File: src/rtl/parking_pkg.sv
// Shared types and width helpers for the parking gate controller.
package parking_pkg;

    // Gate controller states; explicit encodings keep the state register stable across tools.
    typedef enum logic [2:0] {
        ST_IDLE    = 3'd0,
        ST_CHECK   = 3'd1,
        ST_OPENING = 3'd2,
        ST_HOLD    = 3'd3,
        ST_CLOSING = 3'd4,
        ST_FAULT   = 3'd5
    } state_t;

    // Direction of the car currently being served.
    typedef enum logic {
        DIR_ENTRY = 1'b0,
        DIR_EXIT  = 1'b1
    } dir_t;

    // Bits needed to hold every value from 0 up to max_value inclusive.
    function automatic int cnt_width(input int max_value);
        return (max_value < 1) ? 1 : $clog2(max_value + 1);
    endfunction

    localparam int DEFAULT_CAPACITY = 15;
    localparam int DEFAULT_CNT_W    = cnt_width(DEFAULT_CAPACITY);

endpackage

File: src/rtl/parking_timer.sv
// Loadable down-counter that rests at zero; done is high while the count is zero.
module parking_timer #(
    parameter int WIDTH = 10
) (
    input  logic             clk,
    input  logic             rstN,
    input  logic             load,
    input  logic [WIDTH-1:0] load_value,
    output logic             done
);

    logic [WIDTH-1:0] count;

    // Load has priority; otherwise count down and stop at zero.
    always_ff @(posedge clk or negedge rstN) begin
        if (!rstN) begin
            count <= '0;
        end else if (load) begin
            count <= load_value;
        end else if (count != '0) begin
            count <= count - WIDTH'(1);
        end
    end

    assign done = (count == '0);

endmodule

File: src/rtl/parking_gate_ctrl.sv
// Single bidirectional parking gate: exit-priority arbitration, keypad check with
// lockout, timed hold-open, door watchdog and occupancy tracking.
module parking_gate_ctrl
    import parking_pkg::*;
#(
    parameter int          CAPACITY     = 15,
    parameter int          PASS_W       = 6,
    parameter int unsigned PASSWORD     = 37,
    parameter int          MAX_TRIES    = 3,
    parameter int          LOCK_CYCLES  = 1000,
    parameter int          DOOR_TIMEOUT = 500,
    parameter int          HOLD_CYCLES  = 100,
    localparam int         CNT_W        = cnt_width(CAPACITY)
) (
    input  logic              clk,
    input  logic              rstN,
    input  logic              entranceSen,
    input  logic [PASS_W-1:0] entrancePass,
    input  logic              exitSen,
    input  logic              doorMaxOpen,
    input  logic              doorMaxClose,
    output logic              doorOpen,
    output logic              doorClose,
    output logic              okPass,
    output logic              wrongPass,
    output logic [CNT_W-1:0]  carNumber,
    output logic              empty,
    output logic              full,
    output logic              locked,
    output logic              doorFault
);

    localparam int DOOR_MAX = (DOOR_TIMEOUT > HOLD_CYCLES) ? DOOR_TIMEOUT : HOLD_CYCLES;
    localparam int DOOR_W   = cnt_width(DOOR_MAX);
    localparam int LOCK_W   = cnt_width(LOCK_CYCLES);
    localparam int TRY_W    = cnt_width(MAX_TRIES);

    // Door timer is loaded with N-1 so the phase lasts exactly N cycles before done is acted on.
    localparam logic [PASS_W-1:0] PASS_CODE    = PASS_W'(PASSWORD);
    localparam logic [DOOR_W-1:0] TIMEOUT_LOAD = DOOR_W'(DOOR_TIMEOUT - 1);
    localparam logic [DOOR_W-1:0] HOLD_LOAD    = DOOR_W'(HOLD_CYCLES - 1);
    localparam logic [LOCK_W-1:0] LOCK_LOAD    = LOCK_W'(LOCK_CYCLES);
    localparam logic [CNT_W-1:0]  CNT_FULL     = CNT_W'(CAPACITY);
    localparam logic [TRY_W-1:0]  TRY_LIMIT    = TRY_W'(MAX_TRIES);

    state_t            state;
    state_t            state_next;
    dir_t              dir;
    logic [TRY_W-1:0]  tries;
    logic              armed;
    logic [CNT_W-1:0]  cars;

    logic              pass_match;
    logic              switch_fault;
    logic              check_ok;
    logic              check_bad;
    logic              last_try;
    logic              door_done;
    logic              door_load;
    logic [DOOR_W-1:0] door_load_value;
    logic              lock_load;
    logic              lock_done;

    assign pass_match   = (entrancePass == PASS_CODE);
    assign switch_fault = doorMaxOpen && doorMaxClose;
    assign check_ok     = (state == ST_CHECK) && pass_match  && !switch_fault;
    assign check_bad    = (state == ST_CHECK) && !pass_match && !switch_fault;
    assign last_try     = ((tries + TRY_W'(1)) == TRY_LIMIT);
    assign lock_load    = check_bad && last_try;

    // Status outputs are decoded from registered state only, never from inputs.
    assign carNumber = cars;
    assign empty     = (cars == '0);
    assign full      = (cars == CNT_FULL);
    assign locked    = !lock_done;
    assign doorOpen  = (state == ST_OPENING);
    assign doorClose = (state == ST_CLOSING);
    assign doorFault = (state == ST_FAULT);

    // Next-state decision; both limit switches at once overrides everything.
    always_comb begin
        state_next = state;
        case (state)
            ST_IDLE: begin
                if (exitSen && !empty) begin
                    state_next = ST_OPENING;
                end else if (entranceSen && armed && !full && !locked) begin
                    state_next = ST_CHECK;
                end
            end
            ST_CHECK:   state_next = pass_match ? ST_OPENING : ST_IDLE;
            ST_OPENING: begin
                if (doorMaxOpen) begin
                    state_next = ST_HOLD;
                end else if (door_done) begin
                    state_next = ST_FAULT;
                end
            end
            ST_HOLD: begin
                if (door_done) begin
                    state_next = ST_CLOSING;
                end
            end
            ST_CLOSING: begin
                if (doorMaxClose) begin
                    state_next = ST_IDLE;
                end else if (door_done) begin
                    state_next = ST_FAULT;
                end
            end
            ST_FAULT:   state_next = ST_FAULT;
            default:    state_next = ST_FAULT;
        endcase
        if (switch_fault) begin
            state_next = ST_FAULT;
        end
    end

    // Reload the door timer whenever a timed door phase is entered.
    always_comb begin
        door_load       = 1'b0;
        door_load_value = TIMEOUT_LOAD;
        if (state_next != state) begin
            case (state_next)
                ST_OPENING, ST_CLOSING: door_load = 1'b1;
                ST_HOLD: begin
                    door_load       = 1'b1;
                    door_load_value = HOLD_LOAD;
                end
                default: door_load = 1'b0;
            endcase
        end
    end

    // State register, service direction and single-cycle code pulses.
    always_ff @(posedge clk or negedge rstN) begin
        if (!rstN) begin
            state     <= ST_IDLE;
            dir       <= DIR_ENTRY;
            okPass    <= 1'b0;
            wrongPass <= 1'b0;
        end else begin
            state     <= state_next;
            okPass    <= check_ok;
            wrongPass <= check_bad;
            if (state == ST_IDLE && state_next == ST_OPENING) begin
                dir <= DIR_EXIT;
            end else if (state == ST_IDLE && state_next == ST_CHECK) begin
                dir <= DIR_ENTRY;
            end
        end
    end

    // Wrong-code counter and one-code-per-car arming.
    always_ff @(posedge clk or negedge rstN) begin
        if (!rstN) begin
            tries <= '0;
            armed <= 1'b1;
        end else begin
            if (check_ok) begin
                tries <= '0;
            end else if (check_bad) begin
                tries <= last_try ? '0 : tries + TRY_W'(1);
            end
            if (state == ST_CHECK) begin
                armed <= 1'b0;
            end else if (!entranceSen) begin
                armed <= 1'b1;
            end
        end
    end

    // Occupancy changes only when a service completes at the closed limit switch.
    always_ff @(posedge clk or negedge rstN) begin
        if (!rstN) begin
            cars <= '0;
        end else if (state == ST_CLOSING && doorMaxClose && !switch_fault) begin
            cars <= (dir == DIR_EXIT) ? cars - CNT_W'(1) : cars + CNT_W'(1);
        end
    end

    parking_timer #(.WIDTH(DOOR_W)) u_door_timer (
        .clk        (clk),
        .rstN       (rstN),
        .load       (door_load),
        .load_value (door_load_value),
        .done       (door_done)
    );

    parking_timer #(.WIDTH(LOCK_W)) u_lock_timer (
        .clk        (clk),
        .rstN       (rstN),
        .load       (lock_load),
        .load_value (LOCK_LOAD),
        .done       (lock_done)
    );

endmodule

File: config.mk
export PLATFORM = sky130hd
export DESIGN_NAME = parking_gate_ctrl
export DESIGN_NICKNAME = d
export VERILOG_FILES = /design/src/rtl/parking_pkg.sv /design/src/rtl/parking_timer.sv /design/src/rtl/parking_gate_ctrl.sv
export SDC_FILE = /design/constraint.sdc
export NUM_CORES = 1
export LEC_CHECK = 0
export CORE_AREA = 2 2 63 65
export CTS_CLUSTER_DIAMETER = 100
export DETAILED_ROUTE_END_ITERATION = 16
export DIE_AREA = 0 0 65 67
export GPL_ROUTABILITY_DRIVEN = 0
export PLACE_DENSITY = 0.89
export SLEW_MARGIN = 20
export SYNTH_ARGS = -nofsm -noshare
export SYNTH_HDL_FRONTEND = slang
export SYNTH_SLANG_ARGS = --single-unit
File: constraint.sdc
create_clock -name clk -period 5.7 [get_ports clk]
set_input_delay 0.57 -clock clk [delete_from_list [all_inputs] [get_ports clk]]
set_output_delay 0.57 -clock clk [all_outputs]
set_load 0.005 [all_outputs]
# --- Word-level counts from Yosys, hierarchy flattened ---
# Index checks and enable logic that the tools add are counted.
op_classes:
  addsub: 5
  multipliers: 0
  div_mod_pow: 0
  n_lt_le_gt_ge: 0
  eq_ne: 14
  shifts: 0
  mux: 25
  bitwise: 0
  n_reduce_logical: 30
op_table:
  columns: ["operator", "n"]
  rows:
  - ["two-way mux 9 bit", 4]
  - ["two-way mux 3 bit", 7]
  - ["two-way mux 10 bit", 2]
  - ["one-hot mux 3 bit (5 select lines)", 1]
  - ["logical AND 1 bit", 14]
  - ["equality test 3 x 2 -> 1 bit (second input constant)", 4]
  - ["zero test 10 bit", 1]
  - ["nonzero test 10 bit", 1]
  - ["subtractor 10 x 1 -> 10 bit (second input constant)", 1]
  - ["equality test 3 bit (second input constant)", 3]
  - ["zero test 9 bit", 1]
  - ["nonzero test 9 bit", 1]
  - ["subtractor 9 x 1 -> 9 bit (second input constant)", 1]
  - ["two-way mux 2 bit", 4]
  - ["nonzero test 2 bit", 4]
  - ["equality test 3 x 1 -> 1 bit (second input constant)", 2]
  - ["equality test 6 bit (second input constant)", 1]
  - ["two-way mux 1 bit", 6]
  - ["zero test 1 bit", 5]
  - ["adder 4 x 1 -> 4 bit (second input constant)", 1]
  - ["equality test 4 bit (second input constant)", 1]
  - ["zero test 4 bit", 1]
  - ["two-way mux 4 bit", 1]
  - ["subtractor 4 x 1 -> 4 bit (second input constant)", 1]
  - ["6 further kinds", 6]
totals:
  reg_bits: 32
  latchBits: 0
  mem_bits_rw: 0
  rom_bits: 0
  input_bits: 12
  output_inout_bits: 12
  elab_cells: 83
  n_memories: 0

# --- Logic depth before layout (Yosys ltp) ---
depth:
  word_depth: 13
  ltp_mapped: 9
  mapped_depth_nobuf: 8

# --- Cells and area by module ---
# From an unflattened synthesis, not the netlist that was laid out.
unflattened:
  cells_unflattened: 219
  hier_area_um2: 2006.9
by_module_without_submodules:
  columns: ["module", "n_inst", "cells_each", "area_per_inst_um2", "seq_area_each_um2"]
  rows:
  - ["parking_gate_ctrl", 1, 95, 878.3, 326.6]
  - ["parking_timer at u_lock_timer", 1, 67, 594.3, 250.2]
  - ["parking_timer at u_door_timer", 1, 57, 534.3, 225.2]

# --- Least setup slack after synthesis ---
# OpenSTA, ideal clock, no wires.
synth_path:
  kind: "register to register"
  from: "register u_door_timer.count[0]"
  to: "register u_door_timer.count[2]"
  setup_ns: 0.120
  arrival_time_ns: 1.962
  required_ns: 5.580
  path_slack_ns: 3.618
  stages_incl_launch_ff: 8
  path_buffers: 0
  period_less_slack_ns: 2.082
  path_cell_list: "dfrtp_1 -> inv_1 -> ha_1 -> or4b_4 -> nor4b_4 -> a211oi_2 -> a211o_4 -> and3_1"
synth_via:
  elab_chain_cells: 10
  elab_cells_between_ends: 20
  cone_classes: "add/sub: 1; eq/ne: 4; mux: 11; reduce/logical: 4"
synth_rtl:
  columns: ["element", "line", "rtl"]
  rows:
  - ["start: declaration", "parking_timer.sv:12", "logic [WIDTH-1:0] count;"]
  - ["start signal: assignment", "parking_timer.sv:19", "count <= load_value;"]
  - ["start signal: assignment", "parking_timer.sv:21", "count <= count - WIDTH'(1);"]
  - ["zero test 9 bit", "parking_timer.sv:25", "assign done = (count == '0);"]
  - ["two-way mux 3 bit", "parking_gate_ctrl.sv:95, parking_gate_ctrl.sv:107", null]
  - ["two-way mux 3 bit (on tied branches)", "parking_gate_ctrl.sv:105, parking_gate_ctrl.sv:93", null]
  - ["one-hot mux 3 bit (5 select lines)", "parking_gate_ctrl.sv:83", "case (state)"]
  - ["two-way mux 3 bit", "parking_gate_ctrl.sv:114", "if (switch_fault) begin"]
  - ["equality test 3 x 2 -> 1 bit / equality test 3 bit (equally long branches)", "parking_gate_ctrl.sv:124", "case (state_next)"]
  - ["OR reduction 3 bit (no source line)", null, null]
  - ["two-way mux 1 bit", "parking_gate_ctrl.sv:124", null]
  - ["two-way mux 1 bit", "parking_gate_ctrl.sv:123", "if (state_next != state) begin"]
  - ["two-way mux 9 bit / nonzero test 2 bit (equally long branches)", null, null]
# Several ways; a longest one is shown, not always the timed one. The select of a mux whose other input is x is not followed.
# A chain may end at the register's enable or synchronous reset.

# --- Final worst setup path ---
layout_path:
  from: "register u_lock_timer.count[0]"
  to: "output locked"
layout_via:
  elab_chain_cells: 2
layout_rtl:
  columns: ["element", "line", "rtl"]
  rows:
  - ["start: declaration", "parking_timer.sv:12", null]
  - ["start signal: assignment", "parking_timer.sv:19", null]
  - ["start signal: assignment", "parking_timer.sv:21", null]
  - ["zero test 10 bit", "parking_timer.sv:25", null]
  - ["zero test 1 bit", "parking_gate_ctrl.sv:75", "assign locked = !lock_done;"]
  - ["end: declaration", "parking_gate_ctrl.sv:29", "output logic locked,"]
# Every way passes these cells.

==> impl_metrics.py <==
metrics = {
    "finish": {
        "layout.cells.non_filler": 277,
        "stdcell_area_um2": 2320,
        "layout_common_cells": "31 x dfrtp_1, 23 x clkdlybuf4s50_1, 19 x nand2_1",
        "final_nets": 247,
        "multiInputGateArea_um2": 1100,
        "seqCellArea_um2": 802,
        "final_common_cell": "dfrtp_1",
        "area_growth_pct": 17.5,
        "insertedDiodeCount": 0,
        "fillCellCount": 293,
        "layout-drive-gt1-share_pct": 12.2,
    },
    "worst_setup_path": {
        "crit_top_cell": "inv_1",
        "cp.required_ns": 5.13,
        "crit_cells": 6,
        "end_kind": "output port",
        "regToRegSetupSlack_ns": 3.43,
        "path_class": "reg -> out",
        "crit_buf_inv": 3,
        "reg2reg_to": "u_door_timer.count[3]",
        "start_kind": "flop",
        "cp_top_family": "buffers and inverters",
        "cp_cell_sequence": "inv_1 -> ha_1 -> nor3b_1 -> and3_1 -> inv_1 -> clkdlybuf4s50_1",
        "r2r_start": "u_door_timer.count[0]",
        "cp_slowest_stage_delay_ns": 0.48,
        "r2r_cells": 7,
        "critPathMaxFanout": 6,
        "timing.critical_path.from": "u_lock_timer.count[0]",
        "crit_arrival_ns": 2.15,
        "setup.worst_path.end": "locked",
        "slowest_stage": "clkdlybuf4s50_1",
    },
    "placed_design": {
        "dp_cells": 269,
        "io_buffers": 23,
        "post-dp-hpwl_um": 2940,
        "place_area_um2": 2240,
    },
    "logic_synthesis": {
        "synth_nets": 220,
        "syn_inst": 201,
        "yosysUniqueCellTypes": 62,
        "synth_area_per_cell_um2": 9.84,
        "synthXorXnorAreaFrac_pct": 6.20,
        "synth-main-ff-cell": "dfrtp_1",
        "ys_warn_count": 0,
        "ys_ff_latch": 32,
        "synth_edf_count": 0,
        "synthMuxAreaShare_pct": 1.58,
        "synth_top_family_by_area": "simple AND/OR/NAND/NOR gates",
        "async_reset_ff_share_pct": 100,
        "synth_compound_area_share_pct": 14.9,
        "synthSimpleGateAreaFrac_pct": 28.2,
        "synth_area_um2": 1980,
        "synth_seq_area_share_pct": 40.5,
        "synthAdderAreaFrac_pct": 4.81,
    },
    "run_status": {
        "outcome": "complete, no violations",
    },
    "drt": {
        "drcViolationCount": 0,
        "wirelength_um": 3940,
        "drtAntennaViolNets": 0,
        "first_iter_violations": 138,
        "viasPerCell": 5.71,
        "post_drt_wl_per_cell_um": 14.2,
        "dr.pass1.iters": 4,
        "vias": 1581,
    },
    "global_routing": {
        "grt_overflow_total": 0,
        "grt_pass1_vias": 1539,
        "grt_start_max_net_pins": 33,
        "grt_pass1_wl_um": 7000,
        "antenna_found_initial": 0,
        "grtUsageTotal_pct": 21.2,
    },
    "clock_network": {
        "tritoncts": "done",
        "numCtsBuffers": 5,
        "post_cts_resized": 0,
        "cts_num_sinks": 32,
        "clock_path_buffers": 2,
        "cts_setup_buffers": 0,
        "ctsHoldBuffers": 0,
        "clock_latency_ns": 0.28,
        "cts-root-buf": "clkbuf_8",
        "cts.htree.levels": 2,
        "clkTransAtPathRegs_ns": 0.07,
    },
    "timing": {
        "hold_viol_final": 0,
        "fin_crit_sh_pct": 47.7,
        "rsz0062_at_grt": "false",
        "finalMaxSlewViolations": 0,
        "relSlewSlack_pct": 61.0,
        "fin_setup_tns_ns": 0,
        "fin_crit_ns": 2.72,
        "clock-skew-final_ns": 0.00942,
        "tightest_slew_ns": 0.579,
        "setup-violations-final": 0,
        "fmax_mhz": 368,
    },
    "run": {
        "drv_cap": 0,
    },
    "floorplanning": {
        "die_w_um": 65,
        "die_area_um2": 4360,
        "coreArea_um2": 3610,
        "ios": 24,
        "start_util_pct": 54.9,
        "die_h_um": 67,
        "std_cell_rows": 22,
    },
    "power_and_ir_drop": {
        "max-vdd-ir-drop_uv": 330,
        "powerDensity_nw_per_um2": 482,
        "p_leak_nw": 0.940,
    },
    "min_path": {
        "hold_class": "reg -> reg",
    },
}
registers in the layout, indices dropped and copies added, names as in the netlist:
signal and count:
armed 1, carNumber 4, dir 1, okPass 1, state 3, tries 2
u_door_timer.count 9, u_lock_timer.count 10, wrongPass 1
power breakdown:
part           internal, mW  switching, mW  leakage [nW]
registers             0.328          0.131         0.371
clock network        0.0855         0.0790        0.0422
logic                 0.264          0.234         0.527
per-layer routing:
| metal | up-vias | track usage (%) | share of wire, % |
|---|---|---|---|
| met5 | - | 0 | 0 |
| met3 | 8 | 4.73 | 5.0 |
| met4 | 0 | 10.6 | 2.1 |
| met1 | 745 | 27.4 | 47 |
| li1 | 788 | - | - |
| met2 | 40 | 33.2 | 46 |
Yosys cell counts, types with 2 or more instances:
library cell	n	area, µm²
and3_2	2	15.0
a211o_1	2	17.5
nand3_1	7	35.0
nor2_1	16	60.1
nor3_1	9	45.0
xor2_1	5	43.8
o31ai_1	3	22.5
dfrtp_1	31	776
or4_4	2	22.5
ha_1	6	75.1
o21ai_0	9	45.0
a21oi_1	6	30.0
nand3b_1	3	22.5
nor2b_1	2	12.5
nor3b_1	5	37.5
mux2i_1	2	20.0
and3_1	4	25.0
or3b_2	2	17.5
nand2_1	19	71.3
xnor2_1	9	78.8
nor4_1	4	25.0
nand2b_1	4	25.0
inv_1	10	37.5
kinds of logic (layout without fill, tap and decap cells):
kind of cell | count (synthesis) | count (layout)
XOR/XNOR | 14 | 14
adder cells (fa/ha/maj) | 7 | 7
buffers and inverters | 15 | 43
flip-flops | 32 | 32
AND/OR/NAND/NOR | 93 | 93
multiplexers | 3 | 3
AO/OA/AOI/OAI | 37 | 37
through the flow:
stage               utilization, %  setup WS, ns  total power, mW  hold WS (ns)
floorplan                        -          3.62            0.808         0.274
CTS                           64.5          2.98             1.13         0.522
global route                  64.5          2.83             1.23         0.554
finish                        64.5          2.98             1.12         0.529
global placement              62.2          3.11            0.933         0.499
detailed placement            62.2          3.03            0.960         0.506
how the worst min path moves through the flow:
stage	startpoint	to	slack [ns]	cells after the start
final	u_lock_timer.count[8]	u_lock_timer.count[8]	0.53	1
after CTS	u_lock_timer.count[8]	u_lock_timer.count[8]	0.52	1
after detailed placement	u_lock_timer.count[8]	u_lock_timer.count[8]	0.51	1
after global placement	u_lock_timer.count[8]	u_lock_timer.count[8]	0.50	1
after global routing	u_lock_timer.count[8]	u_lock_timer.count[8]	0.55	1
after floorplan	rstN	carNumber[0]	0.27	0
final cells by class:
cell class / count / area share, %
flip-flops and latches: 32 / 34.5
well taps: 48 / 2.58
clock inverters: 1 / 0.215
clock buffers: 7 / 3.28
multi-input cells: 154 / 47.4
inverters: 11 / 1.78
repair buffers: 24 / 10.2
No activity file was read; power rests on OpenSTA's default activity.
